`src/rtl/tx_fire_sequencer.sv`:
```
// -----------------------------------------------------------------------------
// tx_fire_sequencer
//
// Drives the transmit output controller's command bus with a burst of fire
// pulses. Each pulse holds FIRE for W cycles and then IDLE until the next
// pulse start. Pulse starts are exactly P cycles apart. The burst parameters
// and the per-channel charge times are captured once, in the ARM cycle. The
// ADC trigger acknowledge is watched during every FIRE window.
//
// Ports
//   txCLK             transmit clock; all logic runs on its rising edge
//   txRSTn            synchronous active-low reset
//   iStart            level; starts a burst when sampled in IDLE
//   iAbort            level; ends any burst immediately (highest priority)
//   iNumPulses        pulses per burst (0 = no pulse, straight to DONE)
//   iPulsePeriod      start-to-start spacing in cycles (clamped to >= 2)
//   iFireWindow       FIRE cycles per pulse (clamped to 1..P-1)
//   iChargeTime1/2    charge times, latched in ARM
//   itxADCTriggerAck  ADC acknowledge level
//   otxControlComms   command: 0 = IDLE, 1 = FIRE
//   oChargeTime1/2    latched charge times
//   oBusy             high from ARM through DONE inclusive
//   oDone             one-cycle pulse on normal completion
//   oAborted          one-cycle pulse in the IDLE cycle after an abort
//   oPulseCount       pulses issued in the current or last burst
//   oAckMissed        sticky; some pulse ended its FIRE window without an ack
// -----------------------------------------------------------------------------
module tx_fire_sequencer #(
    parameter int CMD_W        = 8,
    parameter int CT_W         = 9,
    parameter int PER_W        = 24,
    parameter int NP_W         = 16,
    parameter int WIN_W        = 16,
    parameter int STOP_ON_MISS = 0
) (
    input  logic             txCLK,
    input  logic             txRSTn,
    input  logic             iStart,
    input  logic             iAbort,
    input  logic [NP_W-1:0]  iNumPulses,
    input  logic [PER_W-1:0] iPulsePeriod,
    input  logic [WIN_W-1:0] iFireWindow,
    input  logic [CT_W-1:0]  iChargeTime1,
    input  logic [CT_W-1:0]  iChargeTime2,
    input  logic             itxADCTriggerAck,
    output logic [CMD_W-1:0] otxControlComms,
    output logic [CT_W-1:0]  oChargeTime1,
    output logic [CT_W-1:0]  oChargeTime2,
    output logic             oBusy,
    output logic             oDone,
    output logic             oAborted,
    output logic [NP_W-1:0]  oPulseCount,
    output logic             oAckMissed
);

    // Common width for the period/window clamp so neither operand is truncated.
    localparam int CW = (PER_W > WIN_W) ? PER_W : WIN_W;

    localparam logic [CMD_W-1:0] CMD_IDLE = '0;
    localparam logic [CMD_W-1:0] CMD_FIRE = CMD_W'(1);
    localparam logic [PER_W-1:0] P_ONE    = PER_W'(1);
    localparam logic [NP_W-1:0]  N_ONE    = NP_W'(1);

    typedef enum logic [2:0] {
        S_IDLE,
        S_ARM,
        S_FIRE,
        S_GAP,
        S_DONE
    } state_t;

    state_t            state_q, state_d;
    logic [PER_W-1:0]  period_q, period_d;   // P
    logic [PER_W-1:0]  win_q, win_d;         // W, always < P so PER_W bits suffice
    logic [NP_W-1:0]   npulse_q, npulse_d;   // N
    logic [PER_W-1:0]  p_q, p_d;             // position within the current pulse
    logic [NP_W-1:0]   count_q, count_d;
    logic [CT_W-1:0]   ct1_q, ct1_d;
    logic [CT_W-1:0]   ct2_q, ct2_d;
    logic              ack_q, ack_d;         // ack seen during this pulse's FIRE
    logic              missed_q, missed_d;
    logic              aborted_q, aborted_d;
    logic [CMD_W-1:0]  cmd;

    // Clamped burst parameters, evaluated from the live inputs and used in ARM.
    logic [CW-1:0] per_c, win_c, win_lim;

    always_comb begin
        per_c = CW'(iPulsePeriod);
        if (per_c < CW'(2)) begin
            per_c = CW'(2);
        end
        win_c = CW'(iFireWindow);
        if (win_c == '0) begin
            win_c = CW'(1);
        end
        win_lim = (win_c > per_c - CW'(1)) ? per_c - CW'(1) : win_c;
    end

    always_comb begin
        state_d   = state_q;
        period_d  = period_q;
        win_d     = win_q;
        npulse_d  = npulse_q;
        p_d       = p_q;
        count_d   = count_q;
        ct1_d     = ct1_q;
        ct2_d     = ct2_q;
        ack_d     = ack_q;
        missed_d  = missed_q;
        aborted_d = 1'b0;
        cmd       = CMD_IDLE;

        if (state_q == S_FIRE || state_q == S_GAP) begin
            p_d = p_q + P_ONE;
        end

        case (state_q)
            S_IDLE: begin
                if (iStart && !iAbort) begin
                    state_d = S_ARM;
                end
            end
            S_ARM: begin
                period_d = PER_W'(per_c);
                win_d    = PER_W'(win_lim);
                npulse_d = iNumPulses;
                ct1_d    = iChargeTime1;
                ct2_d    = iChargeTime2;
                missed_d = 1'b0;
                if (iNumPulses == '0) begin
                    count_d = '0;
                    state_d = S_DONE;
                end else begin
                    // The pulse count steps on entry so it already reads 1
                    // during the first FIRE cycle.
                    count_d = N_ONE;
                    ack_d   = 1'b0;
                    p_d     = '0;
                    state_d = S_FIRE;
                end
            end
            S_FIRE: begin
                cmd   = CMD_FIRE;
                ack_d = ack_q | itxADCTriggerAck;
                if (p_q == win_q - P_ONE) begin
                    state_d = S_GAP;
                    if (!(ack_q | itxADCTriggerAck)) begin
                        missed_d = 1'b1;
                    end
                end
            end
            S_GAP: begin
                // ack_q is frozen in GAP and reflects the pulse just fired.
                if (STOP_ON_MISS != 0 && !ack_q) begin
                    state_d = S_DONE;
                end else if (p_q == period_q - P_ONE) begin
                    if (count_q == npulse_q) begin
                        state_d = S_DONE;
                    end else begin
                        count_d = count_q + N_ONE;
                        ack_d   = 1'b0;
                        p_d     = '0;
                        state_d = S_FIRE;
                    end
                end
            end
            S_DONE: begin
                state_d = S_IDLE;
            end
            default: begin
                state_d = S_IDLE;
            end
        endcase

        // Abort overrides everything, leaving the visible status untouched.
        if (iAbort && state_q != S_IDLE) begin
            state_d   = S_IDLE;
            aborted_d = 1'b1;
            count_d   = count_q;
            missed_d  = missed_q;
            ct1_d     = ct1_q;
            ct2_d     = ct2_q;
        end
    end

    always_ff @(posedge txCLK) begin
        if (!txRSTn) begin
            state_q   <= S_IDLE;
            period_q  <= '0;
            win_q     <= '0;
            npulse_q  <= '0;
            p_q       <= '0;
            count_q   <= '0;
            ct1_q     <= '0;
            ct2_q     <= '0;
            ack_q     <= 1'b0;
            missed_q  <= 1'b0;
            aborted_q <= 1'b0;
        end else begin
            state_q   <= state_d;
            period_q  <= period_d;
            win_q     <= win_d;
            npulse_q  <= npulse_d;
            p_q       <= p_d;
            count_q   <= count_d;
            ct1_q     <= ct1_d;
            ct2_q     <= ct2_d;
            ack_q     <= ack_d;
            missed_q  <= missed_d;
            aborted_q <= aborted_d;
        end
    end

    assign otxControlComms = cmd;
    assign oChargeTime1    = ct1_q;
    assign oChargeTime2    = ct2_q;
    assign oBusy           = (state_q != S_IDLE);
    assign oDone           = (state_q == S_DONE);
    assign oAborted        = aborted_q;
    assign oPulseCount     = count_q;
    assign oAckMissed      = missed_q;

endmodule

```
`config.mk`:
```
export PLATFORM = sky130hd
export DESIGN_NAME = tx_fire_sequencer
export DESIGN_NICKNAME = d
export VERILOG_FILES = /design/src/rtl/tx_fire_sequencer.sv
export SDC_FILE = /design/constraint.sdc
export NUM_CORES = 1
export LEC_CHECK = 0
export BUFFER_PORTS_ARGS = -buffer_cell sky130_fd_sc_hd__buf_2
export CAP_MARGIN = 20
export CELL_PAD_IN_SITES_DETAIL_PLACEMENT = 1
export CELL_PAD_IN_SITES_GLOBAL_PLACEMENT = 1
export CORE_MARGIN = 8
export CORE_UTILIZATION = 38
export CTS_CLUSTER_DIAMETER = 150
export DETAILED_ROUTE_END_ITERATION = 12
export PLACE_DENSITY = 0.78
export SLEW_MARGIN = 10
export SYNTH_ARGS = -nofsm -noshare
export SYNTH_HDL_FRONTEND = slang
export SYNTH_SLANG_ARGS = --single-unit
export TNS_END_PERCENT = 20
```
`constraint.sdc`:
```
create_clock -name txCLK -period 4.2 [get_ports txCLK]
set_clock_uncertainty 0.1 [all_clocks]
set_input_delay 0.21 -clock txCLK [delete_from_list [all_inputs] [get_ports txCLK]]
set_output_delay 0.21 -clock txCLK [all_outputs]
set_load 0.02 [all_outputs]
```
After elaboration in Yosys (flattened, before gate mapping)
Index checks and enable logic that the tools add are counted.
{"block": "totals", "latch_bits": 0, "reg_bits": 128, "ram_bits": 0, "mem_count": 0, "word_cells": 78, "romBits": 0}
{"block": "classes", "n_mux": 27, "n_bitwise": 3, "add_sub_neg": 5, "magnitude_cmp": 2, "eq_ne": 13, "n_reduce_logical": 17, "n_div": 0, "multipliers": 0, "n_shift": 0}
{"cell": "$mux W24", "n": 6}
{"cell": "$sub A24 B1 Y24 const B", "n": 3}
{"cell": "$eq A24 B24 Y1", "n": 2}
{"cell": "$mux W16", "n": 3}
{"cell": "$pmux W24 S2", "n": 1}
{"cell": "$logic_not A16 Y1", "n": 2}
{"cell": "$pmux W16 S2", "n": 1}
{"cell": "$add A24 B1 Y24 const B", "n": 1}
{"cell": "$gt A24 B24 Y1", "n": 1}
{"cell": "$lt A24 B2 Y1 const B", "n": 1}
{"cell": "$add A16 B1 Y16 const B", "n": 1}
{"cell": "$eq A16 B16 Y1", "n": 1}
{"cell": "$mux W3", "n": 5}
{"cell": "$pmux W3 S4", "n": 1}
{"cell": "$reduce_and A4 Y1", "n": 3}
{"cell": "$mux W1", "n": 8}
{"cell": "$ne A2 B2 Y1 const B", "n": 4}
{"cell": "$eq A3 B2 Y1 const B", "n": 2}
{"cell": "$reduce_bool A3 Y1", "n": 2}
{"cell": "$ne A2 B1 Y1 const B", "n": 2}
{"cell": "$reduce_bool A2 Y1", "n": 2}
{"cell": "$eq A3 B1 Y1 const B", "n": 1}
{"cell": "$eq A3 B3 Y1 const B", "n": 1}
{"cell": "$logic_not A3 Y1", "n": 1}
{"cell": "10 further kinds", "n": 12}

Logic depth before layout (Yosys ltp)
Gate-level depths: netlist (run 1).
{"block": "depth", "word_depth": 6, "ltp_mapped": 20, "mapped_depth_nobuf": 19}

Worst setup path before layout (run 1)
Ideal clock, no wire load.
{"block": "synth_path", "path_kind": "input-to-reg", "startpoint": "in iPulsePeriod[21]", "endpoint": "reg win_q[1]", "path_stages": 17, "path_slack_ns": -0.083, "setup_ns": 0.106, "arrival_time_ns": 4.077, "path_buffers": 1, "required_ns": 3.994, "path_cell_list": "or4_1 nor3_1 a21oi_1 inv_1 ha_1 nand3_1 nor3b_1 xnor2_1 ha_1 and3_1 nand4_1 nor4_1 or4_1 or4b_1 clkbuf_1 or4_1 o311ai_0"}
{"block": "synth_between", "elab_chain_len": 5}
{"element": "start, declared", "line_no": "41", "rtl": "input logic [PER_W-1:0] iPulsePeriod,"}
{"element": "$lt A24 B2 Y1", "line_no": "90", "rtl": "if (per_c < CW'(2)) begin"}
{"element": "$mux W24 (*)", "line_no": "90"}
{"element": "$sub A24 B1 Y24 (*)", "line_no": "97", "rtl": "win_lim = (win_c > per_c - CW'(1)) ? per_c - CW'(1) : win_c;"}
{"element": "$gt A24 B24 Y1", "line_no": "97"}
{"element": "$mux W24 (*)", "line_no": "97"}
{"element": "end signal, assigned", "line_no": "203", "rtl": "win_q <= win_d;"}
{"element": "end, declared", "line_no": "74", "rtl": "logic [PER_W-1:0] win_q, win_d;"}
Every way passes the cells marked *; elsewhere a longest branch is shown, timed or not.
A chain may end at the register's enable or synchronous reset.

Worst setup path after layout (run 1)
{"block": "layout_path", "startpoint": "in iPulsePeriod[18]", "endpoint": "reg win_q[8]"}
Same word-level chain as after synthesis.

==> impl_results.md, run 1 <==
- Clk sinks: 128
- Via count: 8141
- Fill cells: 2573
- Vias in the first global route: 8630
- Yosys warning count: 0
- Final WL: 28.3 mm
- Register area share after synthesis: 0.318
- Mapped Cells: 1034
- Total GRT Usage: 0.219
- Max VDD drop: 0.296 mV
- Min Hold Slack: 3.68 ps
- Reg clk slew, reported paths: 70 ps
- Top cells by area, synth: dfxtp_1 (32%), nand2_1 (8.0%), xor2_1 (6.4%), xnor2_1 (6.0%), a21boi_0 (5.0%)
- Crit path DAT: 4260 ps
- Starting DRT DRC Count: 402
- EDFF count, synth: 0
- Io pins: 125
- Hold path depth: 3
- Yosys reg bits: 128
- CTS tree: built
- Per-cell routed wire length: 19.1 um
- Ant. Diodes: 0
- Layout cells sized above 1: 0.206
- Worst rel slew slack: 0.407
- Nets@finish: 1294
- Worst Setup End Kind: register
- Total core area: 20900 um2
- Cts bufs inserted: 17
- Power Density: 341 nW/um2
- Chip width: 162 um
- Syn Area/Cell: 7.79 um2
- Post-route DRC violation count: 0
- Worst Setup Start Kind: input port
- Ys flop type: dfxtp_1
- Row count: 53
- Dpl hpwl: 20.2 mm
- Design area: 10200 um2
- Largest net degree at the start of global routing: 50
- Initial antenna violation count: 0
- Leakage: 4.18 nW
- Max layer used: met4
- First-pass GRT wire length: 46.1 mm
- Final Hold Fails: 0
- Worst skew pair latency: 440 ps
- Max Cap Viol: 0
- WL met3: 1.02 mm
- Worst-Margin Slew: 889 ps
- WL met1: 12.4 mm
- CP Class: input port to register
- Peak Freq: 0.247 GHz
- Die height: 162 um
- Worst reg2reg path depth: 12
- Synth top area share: 0.318
- Effective utilization at floorplan: 0.386
- Root Driver: clkbuf_16
- Critical R2R Launch: period_q[0]
- CTS Buffer Depth: 2
- Setup Viol. Count Final: 0
- Number of port buffers: 117
- Routed vias/inst: 5.49
- HP Class: input port to register
- Metal2 WL: 14.2 mm
- Routability congestion estimate: 0.899
- Worst path required time: 4420 ps
- Synth unique cells: 72
- Hold path start: iFireWindow[5]
- Final min period: 4050 ps
- Status: completed
- Max-slew violations: 0
- Count leader, synth: nand2_1
- H-tree depth: 4
- Max Fanout on Critical Path: 15
- Post-synth top cells: nand2_1 (171), dfxtp_1 (128), nor2_1 (72)
- Die footprint: 26100 um2
- Synthesized area: 8060 um2
- Initial DRT Pass Iterations: 4
- Total global routing overflow: 0
- Asr flop ratio synth: 0
- Critical path startpoint: iPulsePeriod[18]
- Cell Area, Placed: 9110 um2
- Period utilisation layout: 0.963
- Layout area overhead: 26.4%
- Post-route ant nets: 0
- Area leader, netlist: dfxtp_1
layer usage:
layer / global-route usage / vias up
li1: - / 3950
met3: 0.0384 / 52
met1: 0.261 / 3957
met4: 0.0816 / 0
met5: 0 / -
met2: 0.385 / 182
power breakdown:
group / leakage (nW) / internal (mW) / switching, mW
combinational: 2.86 / 0.295 / 0.391
sequential: 1.04 / 1.25 / 0.0466
clock: 0.285 / 0.844 / 0.651
total: 4.18 / 2.39 / 1.09
final cells by class:
| class | count | area (um2) | share of cell area |
|---|---|---|---|
| clock buffer | 17 | 425 | 0.0418 |
| multi-input combinational | 811 | 5180 | 0.509 |
| tap | 275 | 344 | 0.0338 |
| inverter | 19 | 71.3 | 0.00700 |
| sequential | 128 | 2560 | 0.252 |
| timing repair buffer | 217 | 1440 | 0.141 |
| clock inverter | 15 | 163 | 0.0160 |
logic make-up (layout without fill, tap and decap cells):
logic type,count (synthesis),in the layout,synth area share
muxes,8,8,0.0106
adders and majority gates,21,21,0.0326
AOI/OAI and AO/OA,189,189,0.159
other,1,7,0.000465
and+or+nand+nor,472,472,0.301
DFF,128,128,0.318
xor gates and xnor gates,114,114,0.124
buffers and inverters,101,268,0.0550
per-stage QoR:
stage / util / std cells / setup TNS [ps] / power [mW] / worst slack [ps]
after detailed placement: 0.436 / 1410 / -5820 / 1.96 / -451
after global placement: 0.436 / 1410 / -3160 / 1.94 / -242
after global routing: 0.488 / 1482 / -12.0 / 3.63 / -11.3
after CTS: 0.484 / 1482 / 0 / 3.48 / 23.2
final: 0.488 / 1482 / 0 / 3.47 / 154
after floorplan: - / 1040 / 0 / 1.73 / 18.0
state kept, by name, summed over array words and instances, names as in the netlist, 3 cells and up:
| signal | flops |
|---|---|
| state_q | 3 |
| win_q | 24 |
| oChargeTime2 | 9 |
| oChargeTime1 | 9 |
| oPulseCount | 16 |
| p_q | 24 |
| npulse_q | 16 |
| period_q | 24 |
worst max-delay path, cell delays in order:
cell and delay, ps:
buf_2 110, or4_4 560, nor3_4 210, a21oi_2 90, inv_1 80, ha_2 210, nand3_2 100, nor3b_2 250
xnor2_2 150, ha_1 270, and3_1 190, nand4_1 110, nor4_1 70, or4_1 420, or4b_1 540, buf_4 200
buf_4 200, o311ai_0 310
timing repair:
item	4_1_cts	5_1_grt
hold buffers	40	0
gates resized for setup	1	19
pin swaps	0	2
hold endpoints to repair	40	0
gates cloned	0	0
buffers inserted	0	0
setup endpoints to repair	1	15
cells in the final DEF, fill, tap and decap left out, types with 7 or more instances in the layout:
cell type	instances
a21boi_0	53
a21oi_1	40
and2_1	8
and3_1	20
buf_2	117
buf_4	60
clkbuf_16	17
conb_1	7
dfxtp_1	128
dlygate4sd3_1	40
ha_1	20
inv_1	17
nand2_1	170
nand2b_1	10
nand3_1	27
nand4_1	31
nor2_1	70
nor2b_1	7
nor3_1	26
nor4_1	26
o211ai_1	7
o21ai_0	26
o31ai_1	9
or3_1	19
or4_1	10
xnor2_1	54
xor2_1	57
path summary, 6_finish.rpt:
| path | to | slack [ps] |
|---|---|---|
| worst min register to register | oChargeTime2[1] | 360 |
| worst max-delay path | win_q[8] | 150 |
| worst min-delay path | win_q[5] | 4 |
| worst max register to register | oPulseCount[15] | 500 |
Note: power is estimated with default switching activity, not from simulation.
==> inputs of run 2 (changes only) <==
--- a/config.mk
+++ b/config.mk
@@ -13,6 +13,7 @@
 export CORE_UTILIZATION = 38
 export CTS_CLUSTER_DIAMETER = 150
 export DETAILED_ROUTE_END_ITERATION = 12
+export HOLD_SLACK_MARGIN = 0.02
 export PLACE_DENSITY = 0.78
 export SLEW_MARGIN = 10
 export SYNTH_ARGS = -nofsm -noshare
==> impl_results.md, run 2 (synthesis results as in run 1) <==
- Dpl hpwl: 20.2 mm
- Switching power: 1.09 mW
- Max VDD drop: 0.297 mV
- Int Power: 2.39 mW
- Total global routing overflow: 0
- Post-route DRC violation count: 0
- Max stage delay on crit path: 610 ps
- Root Driver: clkbuf_16
- Starting DRT DRC Count: 417
- Routed vias/inst: 5.53
- Nets@finish: 1301
- Total Neg Setup Slack: 0 ps
- Initial DRT Pass Iterations: 5
- Worst setup margin: 144 ps
- First-pass GRT wire length: 46.3 mm
- Row count: 53
- Peak Freq: 0.247 GHz
- H-tree depth: 4
- Non-filler instance count after layout: 1489
- Crit path top cell by count: or4_1
- Most frequent cells in the layout: nand2_1 (170), dfxtp_1 (128), buf_2 (117), nor2_1 (69), buf_4 (59)
- Die height: 162 um
- Routability congestion estimate: 0.899
- Max Fanout on Critical Path: 15
- Clock network power share: 0.429
- Layout area overhead: 27.6%
- Effective utilization at floorplan: 0.386
- Final Hold Fails: 0
- Worst skew pair latency: 440 ps
- Min Hold Slack: 26.8 ps
- Worst Setup End Kind: register
- Post-CTS setup buffer count: 0
- Total GRT Usage: 0.220
- Final WL: 28.7 mm
- Leakage: 4.22 nW
- Worst reg2reg setup slack: 490 ps
- Largest registers: p_q: 24 flops, period_q: 24 flops, win_q: 24 flops
- Via count: 8238
- Io pins: 125
- Post-route ant nets: 0
- Chip width: 162 um
- HP Class: input port to register
- Seq pwr share: 0.371
- Placed cell count: 1410
- Sw Share: 0.314
- Commonest non-fill, non-tap cell in the layout: nand2_1
- Worst Setup Start Kind: input port
- Reg clk slew, reported paths: 60 ps
- Per-cell routed wire length: 19.3 um
- Period utilisation layout: 0.966
- Post-Place Worst Slack: -451 ps
- Clk sinks: 128
- Critical-path top delay cell: or4_1
- Ant. Diodes: 0
- Setup Viol. Count Final: 0
- Largest net degree at the start of global routing: 50
- CP Class: input port to register
- CTS tree: built
- Die footprint: 26100 um2
- Status: completed
- Worst rel slew slack: 0.406
- Power Density: 339 nW/um2
- Initial antenna violation count: 0
- Crit path DAT: 4280 ps
- Worst path required time: 4420 ps
- Power share of the combinational group: 0.200
- Cell Chain, Critical Path: buf_2 > or4_1 > nor3_4 > a21oi_2 > inv_1 > ha_4 > nand3_4 > nor3b_4 > xnor2_2 > ha_1 > and3_1 > nand4_1 > nor4_1 > or4_1 > or4b_4 > buf_6 > buf_4 > o311ai_0
- Cts bufs inserted: 17
- Number of port buffers: 117
- Total core area: 20900 um2
- Layout cells sized above 1: 0.208
- Final min period: 4060 ps
- Max Cap Viol: 0
- Vias in the first global route: 8664
- Max-slew violations: 0
- Worst-Margin Slew: 891 ps
- CTS Buffer Depth: 2
-- run 2: per-stage QoR --
step,instance area (um2),util,power (mW)
2_1_floorplan,8090,-,1.73
3_3_place_gp,9110,0.436,1.94
3_5_place_dp,9110,0.436,1.96
4_1_cts,10200,0.487,3.48
5_1_grt,10300,0.492,3.63
6_report,10300,0.492,3.48
-- run 2: final timing paths --
| check | start | to | depth (start not counted) |
|---|---|---|---|
| worst min register to register | oChargeTime2[1] | oChargeTime2[1] | 2 |
| worst max register to register | period_q[0] | oPulseCount[15] | 12 |
| worst max-delay path | iPulsePeriod[18] | win_q[8] | 18 |
| worst min-delay path | iAbort | oAborted | 2 |
-- run 2: power by group through the flow --
stage | clock network, mW | registers [mW] | logic (mW)
after detailed placement | 0 | 1.32 | 0.639
after global placement | 0 | 1.31 | 0.623
after CTS | 1.51 | 1.29 | 0.678
after floorplan | 0 | 1.30 | 0.429
after global routing | 1.58 | 1.30 | 0.762
final | 1.50 | 1.29 | 0.696
-- run 2: worst max-delay path, delay by kind of cell --
family	cells	cell delay, ps
buffers and inverters	4	590
xor gates and xnor gates	1	150
AOI/OAI and AO/OA	2	400
and+or+nand+nor	9	2480
adders and majority gates	2	450
-- run 2: timing repair --
item | 4_1_cts | 5_1_grt
hold endpoints to repair | 47 | 0
pin swaps | 0 | 2
endpoints found under the setup margin | 1 | 16
resized for setup | 1 | 27
hold buffers | 47 | 0
-- run 2: final cells by class --
class                      count  area (um2)
fill                        2566       10600
multi-input combinational    811        5210
sequential                   128        2560
timing repair buffer         224        1510
clock buffer                  17         425
tap                          275         344
clock inverter                15         163
inverter                      19        71.3
-- run 2: routing by layer --
| layer | part of all wire | global-route usage |
|---|---|---|
| met5 | 0 | 0 |
| met4 | 0.026 | 0.0867 |
| met3 | 0.037 | 0.0422 |
| met2 | 0.50 | 0.385 |
| met1 | 0.43 | 0.260 |
==> inputs of run 3 (changes only) <==
==> constraint.sdc (replaced) <==
create_clock -name txCLK -period 3.4 [get_ports txCLK]
set_clock_uncertainty 0.1 [all_clocks]
set_input_delay 0.17 -clock txCLK [delete_from_list [all_inputs] [get_ports txCLK]]
set_output_delay 0.17 -clock txCLK [all_outputs]
set_load 0.02 [all_outputs]
==> impl_results.md, run 3 (synthesis results as in run 1) <==
- Status: finished with violations
- Failing checks: negative setup slack
- Via count: 8542
- Max stage delay on crit path: 560 ps
- Starting DRT DRC Count: 556
- Worst Setup End Kind: register
- Placed cell count: 1446
- Max Fanout on Critical Path: 10
- Power Density: 408 nW/um2
- Post-route ant nets: 0
- Total Neg Setup Slack: -7510 ps
- Worst Setup Start Kind: input port
- Total core area: 20900 um2
- Period utilisation layout: 1.16
- Reg clk slew, reported paths: 60 ps
- Vias in the first global route: 9142
- Worst reg2reg setup slack: 160 ps
- Final Util: 0.514
- Crit path DAT: 4200 ps
- Sw Share: 0.313
- Post-route DRC violation count: 0
- Clock network power share: 0.420
- Hold endpoint: period_q[20]
- Min Hold Slack: 33.4 ps
- Crit Reg-Reg Endpoint: oPulseCount[15]
- Initial DRT Pass Iterations: 5
- Peak Freq: 0.255 GHz
- Max-slew violations: 0
- Largest registers: p_q: 24 flops, period_q: 24 flops, win_q: 24 flops
- Most frequent cells in the layout: nand2_1 (169), dfxtp_1 (128), buf_2 (117), buf_4 (97), nor2_1 (70)
- Row count: 53
- Max VDD drop: 0.360 mV
- CTS tree: built
- Die footprint: 26100 um2
- Clk sinks: 128
- Routability congestion estimate: 0.888
- Power share of the combinational group: 0.217
- Chip width: 162 um
- Dpl hpwl: 21.0 mm
- HP Class: input port to register
- Initial antenna violation count: 2
- Io pins: 125
- Final min period: 3930 ps
- Total global routing overflow: 0
- Worst rel slew slack: 0.553
- Routed vias/inst: 5.58
- Final WL: 30.2 mm
- CP Class: input port to register
- Leakage: 4.47 nW
- Hold path start: iPulsePeriod[20]
- Switching power: 1.37 mW
- CTS Buffer Depth: 2
- Worst skew pair latency: 430 ps
- Cell Chain, Critical Path: buf_2 > or4_4 > nor3_4 > a21oi_2 > inv_2 > ha_4 > nand3_2 > nor3b_2 > xnor2_1 > ha_1 > and3_4 > nand4_1 > buf_4 > a21oi_1 > o21ai_0 > o211ai_1 > or4b_4 > buf_8 > mux2_2 > o21ai_2 > and2_1
- Critical-path top delay cell: or4_4
- Int Power: 3.01 mW
- Fill cells: 2491
- Root Driver: clkbuf_16
- Commonest non-fill, non-tap cell in the layout: nand2_1
- Max Cap Viol: 0
- First-pass GRT wire length: 48.1 mm
- Total GRT Usage: 0.229
- Nets@finish: 1342
- Kind of cell adding the most delay to the critical path: simple AND/OR/NAND/NOR gates
- Tot Pwr: 4.38 mW
- Cell Area, Placed: 9440 um2
- Layout area overhead: 33.1%
- Critical R2R Launch: period_q[0]
- RSZ-0062 raised after global routing: yes
- Effective utilization at floorplan: 0.386
- Non-filler instance count after layout: 1532
- Worst setup margin: -528 ps
- Number of port buffers: 117
- Worst path required time: 3670 ps
- Worst-Margin Slew: 668 ps
- Final Hold Fails: 0
- Worst reg2reg path depth: 13
- Die height: 162 um
- Seq pwr share: 0.363
- Largest net degree at the start of global routing: 74
- Setup Viol. Count Final: 16
- Cts bufs inserted: 17
- Hold path depth: 4
- Layout cells sized above 1: 0.245
- WP buf/inv: 4
- H-tree depth: 4
- Per-cell routed wire length: 19.7 um
- Design area: 10700 um2
- Post-Place Worst Slack: -1110 ps
run 3: cell types whose count changed in the layout (fill, tap and decap cells not counted), sizes merged:
cell,change
buf,+41
diode,+2
inv,-1
clkinv,+2
clkinvlp,-1
run 3: per-layer routing:
| layer | up-vias | global-route usage | part of all wire |
|---|---|---|---|
| li1 | 4052 | - | - |
| met1 | 4192 | 0.269 | 0.43 |
| met2 | 225 | 0.392 | 0.49 |
| met3 | 73 | 0.0377 | 0.038 |
| met4 | 0 | 0.124 | 0.042 |
| met5 | - | 0 | 0 |
run 3: how the worst max path moves through the flow:
stage,start,end,slack (ps),cells after the start
after floorplan,iPulsePeriod[21],win_q[1],-690,17
after detailed placement,iPulsePeriod[21],win_q[9],-1110,18
after global placement,iPulsePeriod[21],win_q[14],-960,19
after CTS,iPulsePeriod[22],win_q[14],-420,19
final,iPulsePeriod[22],win_q[14],-530,21
after global routing,iPulsePeriod[22],win_q[14],-610,21
run 3: power groups by stage:
stage          registers (mW)  logic (mW)  clock network [mW]
4_1_cts                  1.58       0.913                1.86
5_1_grt                  1.59        1.03                1.93
3_3_place_gp             1.62       0.836                   0
2_1_floorplan            1.61       0.531                   0
3_5_place_dp             1.62       0.855                   0
6_report                 1.59       0.948                1.84
run 3: area by class of cell:
cell class | instances | area [um2] | area share
Inverter | 19 | 71.3 | 0.00665
Tap cell | 275 | 344 | 0.0321
Clock buffer | 17 | 425 | 0.0397
Timing Repair Buffer | 265 | 1860 | 0.173
Antenna cell | 2 | 5.00 | 0.000466
Multi-Input combinational cell | 811 | 5300 | 0.494
Clock inverter | 15 | 164 | 0.0153
Sequential cell | 128 | 2560 | 0.239
run 3: timing repair:
action	CTS	global route
gates resized for setup	21	27
hold endpoints to repair	48	0
setup buffers	5	0
hold buffers	47	0
endpoints found under the setup margin	16	19
pin swaps	10	13
run 3: worst reg2reg max path, delay by kind of cell, from the launching register on:
kind                       cells  cell delay [ps]
and+or+nand+nor                6             1760
buffers and inverters          3              420
DFF                            1              330
AOI/OAI and AO/OA              2              230
adders and majority gates      1              170
xor gates and xnor gates       1              150
